<file path="src/rtl/pc_ctrl.sv">
// pc_ctrl -- fetch program-counter controller.
//
// Generates the instruction-fetch address and the pipeline flush/stall
// controls for the front end. After reset it spends one BOOT cycle idle,
// then fetches sequentially (PC += 4 on each accepted fetch). A taken jump
// from execute redirects the PC and flushes the front end for FLUSH_CYCLES
// cycles. A hold request from execute freezes fetch until it drops.
//
// Parameters
//   RESET_ADDR    PC value loaded while reset is asserted
//   FLUSH_CYCLES  cycles flush_o stays high after a taken jump (1..7)
//
// Ports
//   clk            in   clock, rising edge
//   rst_n          in   asynchronous active-low reset
//   jump_en_i      in   taken-jump request from execute
//   jump_addr_i    in   jump target (bits [1:0] are dropped)
//   hold_flag_i    in   pipeline hold request from execute
//   fetch_ready_i  in   instruction memory accepts pc_o this cycle
//   pc_o           out  current fetch address
//   pc_valid_o     out  pc_o is a valid fetch request
//   flush_o        out  clear if_id / id_ex registers
//   stall_o        out  freeze if_id / id_ex registers
//   misalign_o     out  one-cycle pulse: accepted jump target not word aligned
//
// All outputs are registers; the flag outputs are decoded from the next
// state so they line up with the state they describe.
module pc_ctrl #(
    parameter logic [31:0] RESET_ADDR   = 32'h0000_0000,
    parameter int unsigned FLUSH_CYCLES = 2
) (
    input  logic        clk,
    input  logic        rst_n,
    input  logic        jump_en_i,
    input  logic [31:0] jump_addr_i,
    input  logic        hold_flag_i,
    input  logic        fetch_ready_i,
    output logic [31:0] pc_o,
    output logic        pc_valid_o,
    output logic        flush_o,
    output logic        stall_o,
    output logic        misalign_o
);

    typedef enum logic [1:0] {
        S_BOOT,
        S_RUN,
        S_HOLD,
        S_FLUSH
    } state_t;

    localparam logic [2:0] FLUSH_LOAD = 3'(FLUSH_CYCLES);

    state_t      r_state;
    logic [31:0] r_pc;
    logic [2:0]  r_cnt;
    logic        r_pc_valid;
    logic        r_flush;
    logic        r_stall;
    logic        r_misalign;

    state_t      w_state_nxt;
    logic [31:0] w_pc_nxt;
    logic [2:0]  w_cnt_nxt;
    logic        w_misalign_nxt;

    always_comb begin
        w_state_nxt    = r_state;
        w_pc_nxt       = r_pc;
        w_cnt_nxt      = r_cnt;
        w_misalign_nxt = 1'b0;

        // A jump outside BOOT wins over hold and over the fetch handshake.
        if ((r_state != S_BOOT) && jump_en_i) begin
            w_state_nxt    = S_FLUSH;
            w_pc_nxt       = {jump_addr_i[31:2], 2'b00};
            w_cnt_nxt      = FLUSH_LOAD;
            w_misalign_nxt = |jump_addr_i[1:0];
        end else begin
            case (r_state)
                S_BOOT: begin
                    w_state_nxt = S_RUN;
                end
                S_RUN: begin
                    if (hold_flag_i) begin
                        w_state_nxt = S_HOLD;
                    end else if (r_pc_valid && fetch_ready_i) begin
                        w_pc_nxt = r_pc + 32'd4;
                    end
                end
                S_HOLD: begin
                    if (!hold_flag_i) begin
                        w_state_nxt = S_RUN;
                    end
                end
                S_FLUSH: begin
                    // hold_flag_i is only looked at on the last flush cycle.
                    if (r_cnt <= 3'd1) begin
                        w_cnt_nxt   = '0;
                        w_state_nxt = hold_flag_i ? S_HOLD : S_RUN;
                    end else begin
                        w_cnt_nxt = r_cnt - 3'd1;
                    end
                end
                default: begin
                    w_state_nxt = S_BOOT;
                end
            endcase
        end
    end

    always_ff @(posedge clk or negedge rst_n) begin
        if (!rst_n) begin
            r_state    <= S_BOOT;
            r_pc       <= RESET_ADDR;
            r_cnt      <= '0;
            r_pc_valid <= 1'b0;
            r_flush    <= 1'b0;
            r_stall    <= 1'b0;
            r_misalign <= 1'b0;
        end else begin
            r_state    <= w_state_nxt;
            r_pc       <= w_pc_nxt;
            r_cnt      <= w_cnt_nxt;
            r_pc_valid <= (w_state_nxt == S_RUN);
            r_flush    <= (w_state_nxt == S_FLUSH);
            r_stall    <= (w_state_nxt == S_HOLD);
            r_misalign <= w_misalign_nxt;
        end
    end

    assign pc_o       = r_pc;
    assign pc_valid_o = r_pc_valid;
    assign flush_o    = r_flush;
    assign stall_o    = r_stall;
    assign misalign_o = r_misalign;

endmodule

</file>
<file path="config.mk">
export PLATFORM = sky130hd
export DESIGN_NAME = pc_ctrl
export DESIGN_NICKNAME = d
export VERILOG_FILES = /design/src/rtl/pc_ctrl.sv
export SDC_FILE = /design/constraint.sdc
export NUM_CORES = 1
export LEC_CHECK = 0
export ABC_AREA = 1
export CAP_MARGIN = 0
export CORE_AREA = 2 2 109 111
export CTS_CLUSTER_SIZE = 40
export DETAILED_ROUTE_END_ITERATION = 16
export DIE_AREA = 0 0 111 113
export MAX_ROUTING_LAYER = met4
export SYNTH_ARGS = -nofsm -noshare
export SYNTH_HDL_FRONTEND = slang
export SYNTH_SLANG_ARGS = --single-unit
</file>
<file path="constraint.sdc">
create_clock -name clk -period 2.05 [get_ports clk]
set_input_delay 0.205 -clock clk [delete_from_list [all_inputs] [get_ports clk]]
set_output_delay 0.205 -clock clk [all_outputs]
set_load 0.01 [all_outputs]
</file>
==> impl_metrics.yaml <==
run_status:
  outcome: "finished clean"
synthesis:
  yosysTopAreaCell: "dfrtp_1"
  ys_top_cells_by_count: "nand2_1, nor2_1, dfrtp_1, inv_1, nand3_1"
  synthCells: 432
  synthFlopType: "dfrtp_1"
  ys_warn_count: 0
  avgSynthCellArea_um2: 6.444
  async_reset_ff_frac: 1.000
  ys_types: 32
  synth_enable_flop_cells: 0
  syn_area_um2: 2784
  yosysMostFrequentCell: "nand2_1"
  ys_ff_latch: 39
  synth_top_area_share: 0.3506
  synth.area.top_cells: "dfrtp_1, nand2_1, nor2_1, nand3_1, inv_1"
  yosysSeqAreaShare: 0.3506
clocking:
  clockBufferDepth: 2
  numCtsBuffers: 5
  clock_latency_ns: 0.28
  cts_sinks: 39
  cts-root-buf: "clkbuf_16"
  ctsHtreeMaxLevel: 2
  post_cts_resize_count: 0
  clkTransAtPathRegs_ns: 0.06
  cts_tree: "done"
timing:
  max_freq_ghz: 0.5975
  min_period_over_period: 0.8164
  clock_skew_ns: 0.005762
  fin_tns_setup_ns: 0
  setup_viol: 0
  maxSlewViolCount: 0
  report.final.hold_viol_count: 0
  period_needed_ns: 1.674
  rsz0062_at_grt: "no"
  holdWs_ns: 0.4199
critical_path:
  r2r_start: "pc_o[3]"
  crit_path_end_kind: "register"
  worstPathMaxFanout: 6
  cp-start-kind: "register"
  crit_type: "register to register"
  crit_start: "pc_o[3]"
  worstPathArrival_ns: 1.84
  critPathRequiredTime_ns: 2.22
layout:
  multiInputGateArea_um2: 1560
  nFillCells: 1212
  finalInstanceArea_um2: 3787
  fin_nets: 545
  fin_cells: 648
  diodes: 0
  drive_above_1_share: 0.09109
  regArea_um2: 975.9
  area_growth_pct: 36.04
grt:
  grt_use_total: 0.1442
  antenna_found_initial: 0
  first_global_vias: 2910
  grt-ovfl-total: 0
  grt_pass1_wl_mm: 14.26
  grt_max_degree: 40
pwr:
  combPwrFrac: 0.365
  power.switching_uw: 1130
  power.leakage_uw: 0.001674
  pwr-share-seq: 0.376
  clock_power_share: 0.259
  switching_share: 0.3693
  powerDensity_nw_per_um2: 808.1
  power.internal_uw: 1930
  vdd_drop_max_mv: 0.3025
flow_run:
  drv_cap: 0
route:
  drt-pass1-iter-count: 4
  drtIter0Drc: 157
  ant_nets: 0
  drc: 0
  vias: 2946
  drt-total-wl_mm: 8.489
  vias_per_cell: 4.546
  wl_per_cell_um: 13.10
placed_design:
  globalplace.congestion: 0.8732
  place_inst: 640
  hpwlAfterDp_mm: 6.559
  io_buffers: 70
  place_area_um2: 3633
die:
  core_area_um2: 11270
  dieArea_um2: 12540
  die_w_um: 111
  die_h_um: 113
  start_util: 0.2470
  ioPinCount: 73
  num_rows: 39
min_path:
  hold_class: "primary input to async pin"
==> critical path, cell delays in order, from the launching register on <==
cell	delay [ns]
dfrtp_1	0.43
ha_1	0.27
inv_1	0.09
nor2_2	0.15
nand3_2	0.19
nor2_1	0.19
nor2_1	0.06
o21ai_1	0.12
inv_1	0.05
==> worst paths after layout <==
check                             endpoint  slack (ns)  cells past startpoint
worst min register to register    pc_o[31]        0.55                      2
worst max-delay path              pc_o[14]        0.38                      8
worst min-delay path               flush_o        0.42                      3
max in group asynchronous         pc_o[19]        1.43                      3
min in group clk                misalign_o        0.49                      3
worst max register to register    pc_o[14]        0.38                      8
==> registers in the layout (all words and copies together), names as in the netlist <==
name and cells:
pc_o 30, r_cnt 3, r_state 2, flush_o 1, misalign_o 1, pc_valid_o 1, stall_o 1
==> metrics by stage <==
| step | total power, µW | utilization | setup WS (ns) |
|---|---|---|---|
| 2_1_floorplan | 1757 | - | 0.6178 |
| 3_3_place_gp | 2260 | 0.3223 | 0.3002 |
| 3_5_place_dp | 2290 | 0.3223 | 0.2415 |
| 4_1_cts | 3095 | 0.3360 | 0.3732 |
| 5_1_grt | 3276 | 0.3360 | 0.1864 |
| 6_report | 3061 | 0.3360 | 0.3764 |
==> what timing repair did <==
item,4_1_cts,5_1_grt
hold buffers,1,0
endpoints found under the hold margin,39,0
setup buffers,0,0
==> cells in the final DEF, fill, tap and decap left out, drive strengths merged, types with 3 or more instances in the layout <==
master,instances
a21oi,11
buf,8
clkbuf,6
clkdlybuf4s50,69
dfrtp,39
ha,3
inv,42
nand2,141
nand3,33
nor2,101
nor3,3
o21ai,21
o22ai,3
or2,6
==> cell type report <==
type                    count  area share
flip-flops and latches     39      0.2577
multi-input cells         339      0.4120
repair buffers             78      0.2035
clock buffers               6     0.03667
inverters                  42     0.04163
clock inverters             1    0.001321
well taps                 143     0.04724
==> power by group through the flow <==
stage,Sequential [µW],Combinational [µW],Clock [µW]
after floorplan,1170,589,0
after global placement,1160,1100,0
after detailed placement,1170,1120,0
after CTS,1150,1130,812
after global routing,1180,1250,844
final,1150,1120,792
==> kinds of logic after synthesis <==
group,count (synthesis),synth area share
AOI/OAI and AO/OA,44,0.08809
xor gates and xnor gates,3,0.009440
adders and majority gates,3,0.01348
buffers and inverters,55,0.09034
DFF,39,0.3506
other,1,0.001347
and+or+nand+nor,287,0.4467
==> layer usage <==
layer	share of wire	track usage	up-vias	routed length, µm
li1	-	-	1498	-
met1	0.47	0.1815	1351	3998
met2	0.47	0.2384	88	3999
met3	0.041	0.02089	9	345
met4	0.017	0.05083	0	146
met5	0	-	-	0
(Power assumes the default switching activity.)
